## config.mk

```make
export PLATFORM = sky130hd
export DESIGN_NAME = button_conditioner
export DESIGN_NICKNAME = d
export VERILOG_FILES = /design/src/rtl/button_conditioner.sv
export SDC_FILE = /design/constraint.sdc
export NUM_CORES = 1
export LEC_CHECK = 0
export BUFFER_PORTS_ARGS = -buffer_cell sky130_fd_sc_hd__buf_2
export CORE_UTILIZATION = 65
export DETAILED_ROUTE_END_ITERATION = 12
export GPL_TIMING_DRIVEN = 0
export MAX_ROUTING_LAYER = met4
export PLACE_DENSITY = 0.8
export SKIP_LAST_GASP = 1
export SLEW_MARGIN = 10
export SYNTH_ARGS = -nofsm -noshare
export SYNTH_HDL_FRONTEND = slang
export SYNTH_SLANG_ARGS = --single-unit
```

## constraint.sdc

```tcl
create_clock -name clk -period 5.8 [get_ports clk]
set_input_delay 0.58 -clock clk [delete_from_list [all_inputs] [get_ports clk]]
set_output_delay 0.58 -clock clk [all_outputs]
set_load 0.005 [all_outputs]
```

## src/rtl/button_conditioner.sv

```systemverilog
// ============================================================================
// Module   : button_conditioner
// Brief    : Synchronise, debounce, conflict-resolve and auto-repeat the four
//            raw paddle buttons feeding the vga block (pixel-clock domain).
// Revision : 1.0 - initial release
// ============================================================================
`default_nettype none

module button_conditioner #(
    parameter int ACTIVE_HIGH     = 1,
    parameter int DEBOUNCE_CYCLES = 125000,
    parameter int REPEAT_DELAY    = 7537500,
    parameter int REPEAT_PERIOD   = 1256250
) (
    input  logic clk,
    input  logic rst,
    input  logic left_up,
    input  logic left_down,
    input  logic right_up,
    input  logic right_down,
    output logic left_up_level,
    output logic left_down_level,
    output logic right_up_level,
    output logic right_down_level,
    output logic left_up_step,
    output logic left_down_step,
    output logic right_up_step,
    output logic right_down_step
);

    localparam int c_db_w   = (DEBOUNCE_CYCLES > 1) ? $clog2(DEBOUNCE_CYCLES) : 1;
    localparam int c_rpt_max = (REPEAT_DELAY > REPEAT_PERIOD) ? REPEAT_DELAY : REPEAT_PERIOD;
    localparam int c_rpt_w  = (c_rpt_max > 1) ? $clog2(c_rpt_max) : 1;

    localparam logic [c_db_w-1:0]  c_db_last    = c_db_w'(DEBOUNCE_CYCLES - 1);
    localparam logic [c_db_w-1:0]  c_db_one     = c_db_w'(1);
    localparam logic [c_rpt_w-1:0] c_delay_last = c_rpt_w'(REPEAT_DELAY - 1);
    localparam logic [c_rpt_w-1:0] c_period_last = c_rpt_w'(REPEAT_PERIOD - 1);
    localparam logic [c_rpt_w-1:0] c_rpt_one    = c_rpt_w'(1);

    typedef enum logic [1:0] {
        ST_IDLE   = 2'd0,
        ST_DELAY  = 2'd1,
        ST_REPEAT = 2'd2
    } state_t;

    // Channel order: 0 = left_up, 1 = left_down, 2 = right_up, 3 = right_down.
    // Channels 2k/2k+1 form a side; partner of channel i is i^1.
    logic [3:0] w_raw;
    logic [3:0] w_db;
    logic [3:0] w_step;

    assign w_raw = {right_down, right_up, left_down, left_up};

    genvar gi;
    generate
        for (gi = 0; gi < 4; gi = gi + 1) begin : g_chan
            localparam int c_pair = gi ^ 1;

            logic              r_meta;
            logic              r_sync2;
            logic              r_sync;
            logic              r_db;
            logic [c_db_w-1:0] r_db_cnt;
            state_t            r_state;
            logic [c_rpt_w-1:0] r_rcnt;
            logic              r_step;
            logic              w_eff;

            // Third stage holds the polarity-normalised sample so pressed=1 downstream.
            always_ff @(posedge clk) begin
                if (rst) begin
                    r_meta  <= 1'b0;
                    r_sync2 <= 1'b0;
                    r_sync  <= 1'b0;
                end else begin
                    r_meta  <= w_raw[gi];
                    r_sync2 <= r_meta;
                    r_sync  <= (ACTIVE_HIGH != 0) ? r_sync2 : ~r_sync2;
                end
            end

            always_ff @(posedge clk) begin
                if (rst) begin
                    r_db     <= 1'b0;
                    r_db_cnt <= '0;
                end else if (r_sync != r_db) begin
                    if (r_db_cnt == c_db_last) begin
                        r_db     <= r_sync;
                        r_db_cnt <= '0;
                    end else begin
                        r_db_cnt <= r_db_cnt + c_db_one;
                    end
                end else begin
                    r_db_cnt <= '0;
                end
            end

            assign w_db[gi] = r_db;
            assign w_eff    = w_db[gi] & ~w_db[c_pair];

            // A falling eff always wins over a pulse due on the same edge.
            always_ff @(posedge clk) begin
                if (rst) begin
                    r_state <= ST_IDLE;
                    r_rcnt  <= '0;
                    r_step  <= 1'b0;
                end else begin
                    r_step <= 1'b0;
                    case (r_state)
                        ST_IDLE: begin
                            if (w_eff) begin
                                r_step  <= 1'b1;
                                r_rcnt  <= '0;
                                r_state <= ST_DELAY;
                            end
                        end
                        ST_DELAY: begin
                            if (!w_eff) begin
                                r_state <= ST_IDLE;
                            end else if (r_rcnt == c_delay_last) begin
                                r_step  <= 1'b1;
                                r_rcnt  <= '0;
                                r_state <= ST_REPEAT;
                            end else begin
                                r_rcnt <= r_rcnt + c_rpt_one;
                            end
                        end
                        ST_REPEAT: begin
                            if (!w_eff) begin
                                r_state <= ST_IDLE;
                            end else if (r_rcnt == c_period_last) begin
                                r_step <= 1'b1;
                                r_rcnt <= '0;
                            end else begin
                                r_rcnt <= r_rcnt + c_rpt_one;
                            end
                        end
                        default: r_state <= ST_IDLE;
                    endcase
                end
            end

            assign w_step[gi] = r_step;
        end
    endgenerate

    assign left_up_level    = w_db[0];
    assign left_down_level  = w_db[1];
    assign right_up_level   = w_db[2];
    assign right_down_level = w_db[3];
    assign left_up_step     = w_step[0];
    assign left_down_step   = w_step[1];
    assign right_up_step    = w_step[2];
    assign right_down_step  = w_step[3];

endmodule

`default_nettype wire

```

## Word level (Yosys, flattened, before mapping)

Index checks and enable logic that the tools add are counted.

| operators by class | value |
|---|---|
| add/sub/neg operators | 8 |
| equality and inequality tests | 44 |
| multiplexer cells | 68 |
| bitwise logic cells | 12 |
| reduce and logical (&&, ||, !) cells | 24 |

Operator list:

| cell | number |
|---|---|
| 2-to-1 mux 23 bit | 20 |
| case mux 23 bit (3 select lines) | 4 |
| adder 23 x 1 -> 23 bit, second input constant | 4 |
| == test 23 x 21 -> 1 bit, second input constant | 4 |
| == test 23 bit, second input constant | 4 |
| adder 17 x 1 -> 17 bit, second input constant | 4 |
| == test 17 bit, second input constant | 4 |
| 2-to-1 mux 2 bit | 16 |
| != test 2 bit, second input constant | 16 |
| case mux 2 bit (3 select lines) | 4 |
| 2-to-1 mux 1 bit | 20 |
| AND reduction 4 bit | 4 |
| != test 3 bit, second input constant | 4 |
| case mux 1 bit (3 select lines) | 4 |
| AND reduction 3 bit | 4 |
| nonzero test 3 bit | 4 |
| OR reduction 3 bit | 4 |
| == test 2 x 1 -> 1 bit, second input constant | 4 |
| == test 2 bit, second input constant | 4 |
| logical NOT 2 bit | 4 |
| NOT 1 bit | 8 |
| AND reduction 2 bit | 4 |
| AND 1 bit | 4 |
| != test 1 bit | 4 |

| storage, ports and cells | value |
|---|---|
| register bits after elaboration | 188 |
| input port bits | 6 |
| output and inout port bits | 8 |
| word-level logic and storage cells | 188 |

## Depth between registers and ports, before layout

| depth | value |
|---|---|
| depth after elaboration | 4 |
| depth in mapped cells | 9 |
| gate-level depth less buffers | 8 |

## Worst setup path after synthesis

No wires, ideal clock.

| timing | value |
|---|---|
| kind | reg-to-reg |
| from | register g_chan[3].r_state[0] |
| to | register g_chan[3].r_rcnt[15] |
| library setup time | 0.114 ns |
| data arrival time | 1.973 ns |
| path slack | 3.713 ns |
| stages on the path, launching flop included | 10 |
| clock period less this slack | 2.087 ns |
| cells stage by stage | dfxtp_1 > inv_1 > ha_1 > or3_1 > a211oi_2 > and3_1 > clkbuf_1 > nand3_1 > xor2_1 > nor2_1 |

| on the way | value |
|---|---|
| word-level cells in the longest chain between the ends | 3 |
| elaborated cells between the ends (all ways) | 9 |

Ends and longest elaborated chain:

| item | line | RTL |
|---|---|---|
| start, declared | 65 | `state_t r_state;` |
| start signal, assigned | 105 | `r_state <= ST_IDLE;` |
| start signal, assigned | 115 | `r_state <= ST_DELAY;` |
| start signal, assigned | 120 | `r_state <= ST_IDLE;` |
| == test 2 x 1 -> 1 bit, or another cell as far along | 110 | `case (r_state)` |
| != test 2 bit (no line) / nonzero test 3 bit (equally long branches) | n/a |  |
| AND reduction 4 bit (no line) | n/a |  |
| end signal, assigned | 126 | `r_rcnt <= r_rcnt + c_rpt_one;` |
| end signal, assigned | 136 | `r_rcnt <= r_rcnt + c_rpt_one;` |
| end, declared | 66 | `logic [c_rpt_w-1:0] r_rcnt;` |

Parallel ways exist; a longest one is shown, timed or not.
A chain may end at the register's enable or synchronous reset.

## Worst setup path after layout

| timing | value |
|---|---|
| from | register g_chan[2].r_state[0] |
| to | register g_chan[2].r_rcnt[20] |

| on the way | value |
|---|---|
| word-level cells in the longest chain between the ends | 3 |
| elaborated cells between the ends (all ways) | 9 |

Ends and longest elaborated chain:

| item | line |
|---|---|
| start, declared | 65 |
| start signal, assigned | 105 |
| start signal, assigned | 115 |
| start signal, assigned | 120 |
| == test 2 x 1 -> 1 bit, or another cell as far along | 110 |
| != test 2 bit (no line) / nonzero test 3 bit (equally long branches) | n/a |
| AND reduction 4 bit (no line) | n/a |
| end signal, assigned | 126 |
| end signal, assigned | 136 |
| end, declared | 66 |

Parallel ways exist; a longest one is shown, timed or not.

==> results.yml <==
sta:
  min_period_ns: 2.56
  relSlewSlack_pct: 40.9
  fin_skew_ns: 0.00620
  finalMaxSlewViolations: 0
  min_period_over_period_pct: 44.2
  finalSetupTns_ns: 0
  rsz0062_at_grt: "no"
  finalHoldViolations: 0
  fmax_mhz: 390
  worstMarginPinSlew_ns: 0.879
  setup_viol: 0
logic_synthesis:
  postSynthCellCount: 1024
  ys.warnings.count: 0
  syn-num-nets: 1058
  ys_ff_latch: 188
  yosysSeqAreaShare_pct: 42.6
  synth_adder_area_share_pct: 3.96
  synth_xor_area_share_pct: 13.7
  synth_compound_area_share_pct: 4.90
  avgSynthCellArea_sq_um: 8.63
  synth_ff_type: "dfxtp_1"
  synthMuxAreaShare_pct: 1.05
  synthArstFlopShare_pct: 0
  synth.cell_area_sq_mm: 0.00884
  synth_top_family_by_area: "simple AND/OR/NAND/NOR gates"
  synthSimpleGateAreaFrac_pct: 31.1
  synth_edf_count: 0
  yosys.cell_types.count: 63
route:
  drt_wl_total_mm: 16.7
  avgViaCountPerCell: 5.53
  wire_per_inst_microns: 13.4
  drc_errors: 0
  postRouteAntennaNets: 0
  drt-initial-drc-count: 372
  vias: 6890
  drt_pass1_iterations: 4
worst_setup_path:
  reg2reg_slack_ns: 3.24
  required_ns: 6.12
  r2r_end: "g_chan[2].r_rcnt[20]$_SDFFE_PP0P_"
  cp-start-kind: "flop"
  critPathMaxFanout: 7
  cp-end-kind: "flop"
  path_class: "flop to flop"
  r2r_cells: 8
  timing.rr.start: "g_chan[2].r_state[0]$_SDFFE_PP0P_"
  worstPathArrival_ns: 2.89
  crit_start: "g_chan[2].r_state[0]$_SDFFE_PP0P_"
cts:
  cts_tree: "done"
  cts_hold_buf: 0
  cts_made_buffers: 17
  post_cts_buffers: 0
  cts.clk_slew.worst_paths_ns: 0.07
  cts_sinks: 188
  post_cts_resized: 0
  cts_max_level: 4
  cts_max_path_buffers: 2
  root_buffer: "clkbuf_16"
  worstSkewPairLatency_ns: 0.43
floorplan:
  io_pins: 14
  start_util_pct: 66.8
  rows: 42
  core_area_sq_mm: 0.0132
  die_area_sq_mm: 0.0141
  die_h_microns: 119
  fp.dieW_microns: 119
global_routing:
  grt_overflow: 0
  grt_pass1_wl_mm: 28.6
  grt_max_degree: 18
  grt_pass1_vias: 6353
  antenna_found_initial: 0
  track_usage_pct: 25.4
worst_hold_path:
  worstHoldEndpoint: "g_chan[3].r_meta$_SDFF_PP0_"
  whs_path_depth: 2
  hp-start: "right_down"
  hp-class: "input pin to flop"
pwr:
  power.leakage_nw: 3.38
  powerDensity_mw_per_mm2: 260
  peakVddDrop_mv: 0.228
cells_and_area:
  drive_gt1_share_pct: 7.11
  num_antenna_cells: 0
  area.growth.synth_to_final_pct: 10.1
  fin_nets: 1090
  utilization_pct: 73.5
job:
  maxCapViolations: 0
status:
  status: "completed"
placed_design:
  portBuffers: 13
  hpwl_mm: 11.5
  gp_congestion: 0.905
==> cell families (layout without fill, tap and decap cells) <==
group,count (synthesis),after routing
simple gates,544,544
mux,9,9
flops,188,188
fa+ha+maj,28,28
compound gates,61,61
xor+xnor,138,138
buf+inv,56,101
==> state kept, by name, summed over array words and instances, names as in the netlist, 4 cells and up <==
register	flops
g_chan.r_rcnt	92
g_chan.r_state	8
g_chan.r_db_cnt	68
g_chan.r_sync	4
g_chan.r_meta	4
g_chan.r_sync2	4
==> Yosys cell counts (6+ instances only) <==
| master | number | area, sq um |
|---|---|---|
| nor2_1 | 213 | 800 |
| dfxtp_1 | 188 | 3760 |
| xor2_1 | 80 | 701 |
| nand2_1 | 77 | 289 |
| nand3_1 | 63 | 315 |
| xnor2_1 | 58 | 508 |
| nand4_1 | 34 | 213 |
| inv_1 | 31 | 116 |
| ha_1 | 28 | 350 |
| and3_1 | 27 | 169 |
| nor3_1 | 27 | 135 |
| a21oi_1 | 17 | 85.1 |
| clkbuf_1 | 17 | 63.8 |
| nor2b_1 | 15 | 93.8 |
| nor4b_1 | 13 | 114 |
| or3_1 | 11 | 68.8 |
| o21ai_0 | 9 | 45.0 |
| nand2b_1 | 8 | 50.1 |
| nor4_1 | 8 | 50.1 |
| mux2i_1 | 7 | 70.1 |
| a21o_1 | 6 | 45.0 |
==> per-stage QoR <==
stage                     total power [mW]  hold slack, ns  instances  setup WS, ns  instance area [sq um]
after floorplan                       1.35           0.413       1024          3.71                   8840
after global placement                1.36           0.419       1213          3.38                   9130
after detailed placement              1.36           0.428       1213          3.32                   9130
after CTS                             2.55           0.345       1245          3.25                   9740
after global routing                  2.61           0.359       1245          2.99                   9740
final                                 2.53           0.357       1245          3.24                   9740
==> cell type report <==
cell class / instances / area (sq um)
fill: 1052 / 3500
tap: 176 / 220
buffer: 25 / 131
timing repair buffer: 13 / 65.1
multi-input combinational: 780 / 4830
clock buffer: 17 / 425
sequential: 188 / 3760
inverter: 31 / 116
clock inverter: 15 / 186
==> how the worst max path moves through the flow <==
| stage | slack, ns | to | cells past startpoint |
|---|---|---|---|
| floorplan | 3.71 | g_chan[3].r_rcnt[15]$_SDFFE_PP0P_ | 9 |
| global placement | 3.38 | g_chan[2].r_rcnt[22]$_SDFFE_PP0P_ | 8 |
| detailed placement | 3.32 | g_chan[2].r_rcnt[20]$_SDFFE_PP0P_ | 8 |
| CTS | 3.25 | g_chan[2].r_rcnt[20]$_SDFFE_PP0P_ | 8 |
| global route | 2.99 | g_chan[2].r_rcnt[20]$_SDFFE_PP0P_ | 8 |
| finish | 3.24 | g_chan[2].r_rcnt[20]$_SDFFE_PP0P_ | 8 |
==> power by group <==
group	leakage [nW]	internal, mW	switching [mW]
combinational	1.57	0.00996	0.0215
clock	0.293	0.686	0.517
sequential	1.52	1.29	0.00154
==> layer usage <==
layer,vias to the layer above,routed length [microns],track usage (%)
met5,-,0,-
met2,110,8080,41.0
met1,3198,7860,31.6
met3,27,507,5.50
li1,3555,-,-
met4,0,283,8.15
==> worst max-delay path, cell delays in order (launching register included) <==
cell and delay, ns:
dfxtp_1 0.38, inv_1 0.08, ha_1 0.28, nor3_1 0.28
o21bai_1 0.16, nor4_1 0.79, nand4_1 0.21, xor2_1 0.20
nor2_1 0.06
==> cell usage in the layout (no fill, tap or decap), types with 3 or more instances in the layout <==
cell type	count
a211oi_1	5
a21o_1	6
a21oi_1	17
a31oi_1	3
and2_1	3
and3_1	27
and4_1	5
buf_2	13
buf_6	4
bufinv_16	3
clkbuf_1	17
clkbuf_16	17
clkinvlp_4	3
dfxtp_1	188
ha_1	28
inv_1	31
inv_6	4
mux2i_1	7
nand2_1	77
nand2b_1	8
nand3_1	63
nand3b_1	3
nand4_1	34
nand4b_1	5
nor2_1	213
nor2b_1	15
nor3_1	27
nor3_2	3
nor3b_1	3
nor4_1	8
nor4b_1	13
o21ai_0	9
o21ai_1	3
or2_2	4
or3_1	11
or3_4	4
xnor2_1	58
xor2_1	80
Note: power is estimated with default switching activity, not from simulation.
